--- config.mk ---
export PLATFORM = sky130hd
export DESIGN_NAME = counter_updown_mod
export DESIGN_NICKNAME = d
export VERILOG_FILES = /design/src/rtl/counter_updown_mod.sv
export SDC_FILE = /design/constraint.sdc
export NUM_CORES = 1
export LEC_CHECK = 0
export BUFFER_PORTS_ARGS = -buffer_cell sky130_fd_sc_hd__buf_2
export CORE_ASPECT_RATIO = 1.2
export CORE_UTILIZATION = 59
export DETAILED_ROUTE_END_ITERATION = 16
export PLACE_DENSITY = 0.95
export SYNTH_ARGS = -nofsm -noshare
export SYNTH_HDL_FRONTEND = slang
export SYNTH_SLANG_ARGS = --single-unit
--- constraint.sdc ---
create_clock -name clock -period 5.1 [get_ports clock]
set_clock_uncertainty 0.1 [all_clocks]
set_input_delay 1.02 -clock clock [delete_from_list [all_inputs] [get_ports clock]]
set_output_delay 1.02 -clock clock [all_outputs]
set_load 0.005 [all_outputs]
--- src/rtl/counter_updown_mod.sv ---
// Up/down counter with programmable inclusive limit, parallel load,
// synchronous clear and wrap/saturate boundary behaviour. A registered
// terminal-count pulse marks every enabled step that hits a boundary.
module counter_updown_mod #(
    parameter int unsigned BIT_SZ    = 10,
    parameter int unsigned RESET_VAL = 0
) (
    input  logic              clock,
    input  logic              reset,
    input  logic              enable,
    input  logic              clear,
    input  logic              load,
    input  logic [BIT_SZ-1:0] load_value,
    input  logic              up,
    input  logic              saturate,
    input  logic [BIT_SZ-1:0] limit,
    output logic [BIT_SZ-1:0] count,
    output logic              tc,
    output logic              at_zero,
    output logic              at_limit
);

    localparam logic [BIT_SZ-1:0] CNT_RST = BIT_SZ'(RESET_VAL);
    localparam logic [BIT_SZ-1:0] CNT_ONE = BIT_SZ'(1);

    logic [BIT_SZ-1:0] count_q, count_d;
    logic              tc_q, tc_d;

    // Next count and terminal-count: clear beats load beats enable.
    // Boundary checks come before the +/-1 so the arithmetic never overflows.
    always_comb begin
        count_d = count_q;
        tc_d    = 1'b0;
        if (clear) begin
            count_d = '0;
        end else if (load) begin
            count_d = (load_value > limit) ? limit : load_value;
        end else if (enable) begin
            if (up) begin
                if (count_q >= limit) begin
                    count_d = saturate ? limit : '0;
                    tc_d    = 1'b1;
                end else begin
                    count_d = count_q + CNT_ONE;
                end
            end else begin
                if (count_q > limit) begin
                    // limit was lowered below the current count: snap into range
                    count_d = limit;
                end else if (count_q != '0) begin
                    count_d = count_q - CNT_ONE;
                end else begin
                    count_d = saturate ? '0 : limit;
                    tc_d    = 1'b1;
                end
            end
        end
    end

    // Count and tc registers, asynchronously reset.
    always_ff @(posedge clock or negedge reset) begin
        if (!reset) begin
            count_q <= CNT_RST;
            tc_q    <= 1'b0;
        end else begin
            count_q <= count_d;
            tc_q    <= tc_d;
        end
    end

    assign count    = count_q;
    assign tc       = tc_q;
    assign at_zero  = (count_q == '0);
    assign at_limit = (count_q == limit);

endmodule
---- After elaboration in Yosys (flattened, before gate mapping) ----
Index checks and enable logic that the tools add are counted.
word-level totals
  register bits after elaboration ......... 11
  input bits .............................. 27
  output and inout bits ................... 13
  logic and storage cells ................. 28
cells by class
  add/sub/neg operators ................... 2
  magnitude comparators ................... 3
  eq/ne operators ......................... 1
  multiplexer cells ....................... 17
  reduce and logical (&&, ||, !) cells .... 3
operators by type and width
  operator                                                              number
  10-bit two-way mux                                                    10
  10-bit greater-than comparator                                        2
  10-bit by 1-bit adder with 10-bit output, second input constant       1
  10-bit == test                                                        1
  10-bit greater-or-equal comparator                                    1
  10-bit logical NOT                                                    1
  10-bit nonzero test                                                   1
  10-bit by 1-bit subtractor with 10-bit output, second input constant  1
  1-bit two-way mux                                                     7
  3-bit nonzero test                                                    1

---- Longest topological paths before layout ----
  word-level depth ........................ 7
  mapped depth ............................ 10
  gate-level depth less buffers ........... 9

---- Least setup slack after synthesis ----
No wires, ideal clock.
  kind .................................... input to register
  start ................................... input limit[4]
  end ..................................... register count_q[7], in the netlist count[7]
  library setup time ...................... 0.122 ns
  data arrival time ....................... 2.917 ns
  data required time ...................... 4.878 ns
  setup slack ............................. 1.961 ns
  cell stages on the path ................. 8
  buffers on the path ..................... 0
  cells stage by stage .................... inv_1 > ha_1 > and3_4 > a221o_1 > a211oi_2 > o22ai_2 > a221o_1 > a32o_1
between the ends
  cells in the longest elaborated chain, start to end .. 6
  elaborated cells on any way between the ends .. 10
  classes of those cells .................. order compare (3); mux (7)
RTL lines
  what                                                                                  line    text
  start, declared                                                                       16      input logic [BIT_SZ-1:0] limit,
  10-bit greater-than comparator or 10-bit greater-or-equal comparator (tied branches)  47, 40
  10-bit two-way mux (on tied branches)                                                 47, 40
  10-bit two-way mux                                                                    39      if (up) begin
  10-bit two-way mux                                                                    38      end else if (enable) begin
  10-bit two-way mux *                                                                  36      end else if (load) begin
  10-bit two-way mux *                                                                  34      if (clear) begin
  end signal, assigned                                                                  66      count_q <= count_d;
  end, declared                                                                         26      logic [BIT_SZ-1:0] count_q, count_d;
Every way passes the cells marked *; elsewhere a longest branch is shown, timed or not. The select of a mux whose other input is x is not followed.
A chain may end at the register's enable or synchronous reset.

---- Final worst setup path ----
  start ................................... input limit[9]
  end ..................................... output at_limit
between the ends
  cells in the longest elaborated chain, start to end .. 1
RTL lines
  what            line  text
  10-bit == test  74    assign at_limit = (count_q == limit);
  end, declared   20    output logic at_limit
No other way between the ends.

==> reports/results.ini <==
[status]
status = completed

[floorplanning]
core_um2 = 2810
core.rowCount = 21
initial_core_util_pct = 62.2
ios = 40
die_w_um = 51.7
fp.dieArea_um2 = 3190
die_h_um = 61.6

[synthesis]
avgSynthCellArea_um2 = 8.06
syn_area_um2 = 1750
synth_top_area_cell = ha_1
synth_area_leaders = ha_1 (16%), dfrtp_1 (16%), mux2i_1 (6.9%), a221o_1 (5.2%), xor2_1 (5.0%)
synth.net_count = 267
synthFlopType = dfrtp_1
synth-async-reset-ratio_pct = 100
synth-edff-count = 0
synth_top_area_share_pct = 16.5
synthCells = 217
yosysWarnings = 0
synth_commonest_cells = ha_1 (23), nand2_1 (18), inv_1 (15), nor2_1 (15)
ys_seq_area_share_pct = 15.7
synth_seq_cells = 11
yosysMostFrequentCell = ha_1
synth_cell_types = 42

[cts]
clock_sinks = 11
cts-htree-levels = 1
cts_buffer_depth = 2
cts_buffers = 3
post_cts_resized = 0
clk_pin_slew_worst_paths_ns = 0.07
insertion_delay_ns = 0.28
cts_setup_buffers = 0
holdBufCountCts = 0
cts_tree = yes
clk_root_buffer_cell = clkbuf_4

[final_layout]
design_area_um2 = 1970
antennaDiodeCount = 0
area_growth_pct = 12.9
nFillCells = 220
finalNetCount = 300
drive_above_1_share_pct = 19.7

[worst_hold_path]
holdCritPathClass = input port to asynchronous set/reset pin

[sta]
fmax_mhz = 284
min_period_ns = 3.53
setup_slack_ns = 1.57
worst_slew_pin_slew_ns = 0.713
tns_ns = 0
setup_viol = 0
max_slew_margin_pct = 52.4
rsz0062_at_grt = no
drv_slew = 0
post-route-period-util_pct = 69.1
finalHoldViolations = 0
hold_slack_ns = 0.506

[power_and_ir_drop]
p_leak_nw = 0.967
vdd_ir_drop_max_mv = 0.143
cellPowerDensity_nw_per_um2 = 208

[placement]
portBuffers = 39
dp_slack_ns = 1.55
placed_area_um2 = 1950
hpwl_um = 3860
gp_congestion = 0.978

[route]
drt_iter0_markers = 130
dr.pass1.iters = 4
routed_via_density = 6.75
postRouteAntennaNets = 0
drc = 0
routed_wl_um = 4980
dr_total_vias = 1911
post_drt_wl_per_cell_um = 17.6

[worst_setup_path]
cp-start-kind = input port
cp.arrival_ns = 2.41
crit_slowest_cell = ha_1
cp_max_fo = 4
r2r_cells = 7
max_stage_delay_ns = 0.31
path_cells = buf_2 -> inv_1 -> ha_1 -> and4_1 -> and3_1 -> and3_1 -> buf_2
worstSetupPathType = input port to primary output
cp.required_ns = 3.98
end_kind = primary output

[global_route]
grt_start_max_net_pins = 20
grt_remaining_overflow = 0
track_usage_pct = 33.0
grt_pass1_vias = 1716
grt_pass1_wl_um = 7650
antenna_found_initial = 0

[run]
max_cap_viol_count = 0

[metal layers]
layer,up-vias,routed length [um],global-route usage [%]
met5,-,0,0
met4,0,134,14.7
met3,16,492,4.20
met2,133,2420,58.1
met1,881,1930,40.2
li1,881,-,-
[final timing paths]
path	from	endpoint	slack [ns]
worst max-delay path	limit[9]	at_limit	1.57
worst min-delay path	reset	count[0]$_DFFE_PN0P_	0.51
worst max register to register	count[5]$_DFFE_PN0P_	count[7]$_DFFE_PN0P_	2.12
worst min register to register	count[9]$_DFFE_PN0P_	count[9]$_DFFE_PN0P_	0.57
max in group asynchronous	reset	tc$_DFF_PN0_	4.18
min in group clock	count[9]$_DFFE_PN0P_	count[9]$_DFFE_PN0P_	0.57
[metrics by stage]
stage,utilization [%],power [mW],std cells
after floorplan,-,0.277,217
after global placement,69.3,0.335,279
after detailed placement,69.3,0.343,279
after CTS,70.2,0.406,283
after global routing,70.2,0.441,283
final,70.2,0.412,283
[cell usage in the layout (no fill, tap or decap), drive strengths merged, types with 2 or more instances in the layout]
master | synthesis | final
nand2b | 2 | 2
and4 | 4 | 4
clkbuf | 9 | 4
dfrtp | 11 | 11
a221oi | 2 | 2
a31o | 2 | 2
a21oi | 12 | 12
nor2b | 4 | 4
nand2 | 18 | 18
xor2 | 10 | 10
and3 | 4 | 4
nand3 | 8 | 8
a311o | 6 | 6
a32o | 6 | 6
mux2i | 12 | 12
o211ai | 2 | 2
inv | 15 | 15
a221o | 9 | 9
a21o | 4 | 4
buf | 3 | 40
nor4 | 3 | 3
a22oi | 3 | 3
o21ai | 6 | 6
xnor2 | 5 | 5
nor3 | 6 | 6
ha | 23 | 23
nor2 | 17 | 17
[cell type report]
class	count	area, um^2	area share (%)
tap	34	42.5	2.15
multi-input combinational	179	1370	69.5
inverter	15	56.3	2.85
sequential	11	275	13.9
clock buffer	4	26.3	1.33
timing repair buffer	40	203	10.3
[cell families after synthesis]
group	after synthesis	synth area share [%]
flip-flops	11	15.7
buffers and inverters	27	5.87
XOR/XNOR	15	7.51
AO/OA/AOI/OAI	59	26.9
AND/OR/NAND/NOR	70	20.7
adder cells (fa/ha/maj)	23	16.5
multiplexers	12	6.87
[power by group]
group          internal, mW  switching [mW]
clock network        0.0304          0.0323
logic                0.0981           0.127
registers            0.0962          0.0278
total                 0.225           0.187
[flip-flops by register name, indices dropped and copies added (netlist names)]
name and flops:
count 10, tc 1
[worst max-delay path: cells and delay by family]
kind          cells  cell delay, ns
simple gates      3            0.75
buf+inv           3            0.33
fa+ha+maj         1            0.31
No activity file was read; power rests on OpenSTA's default activity.
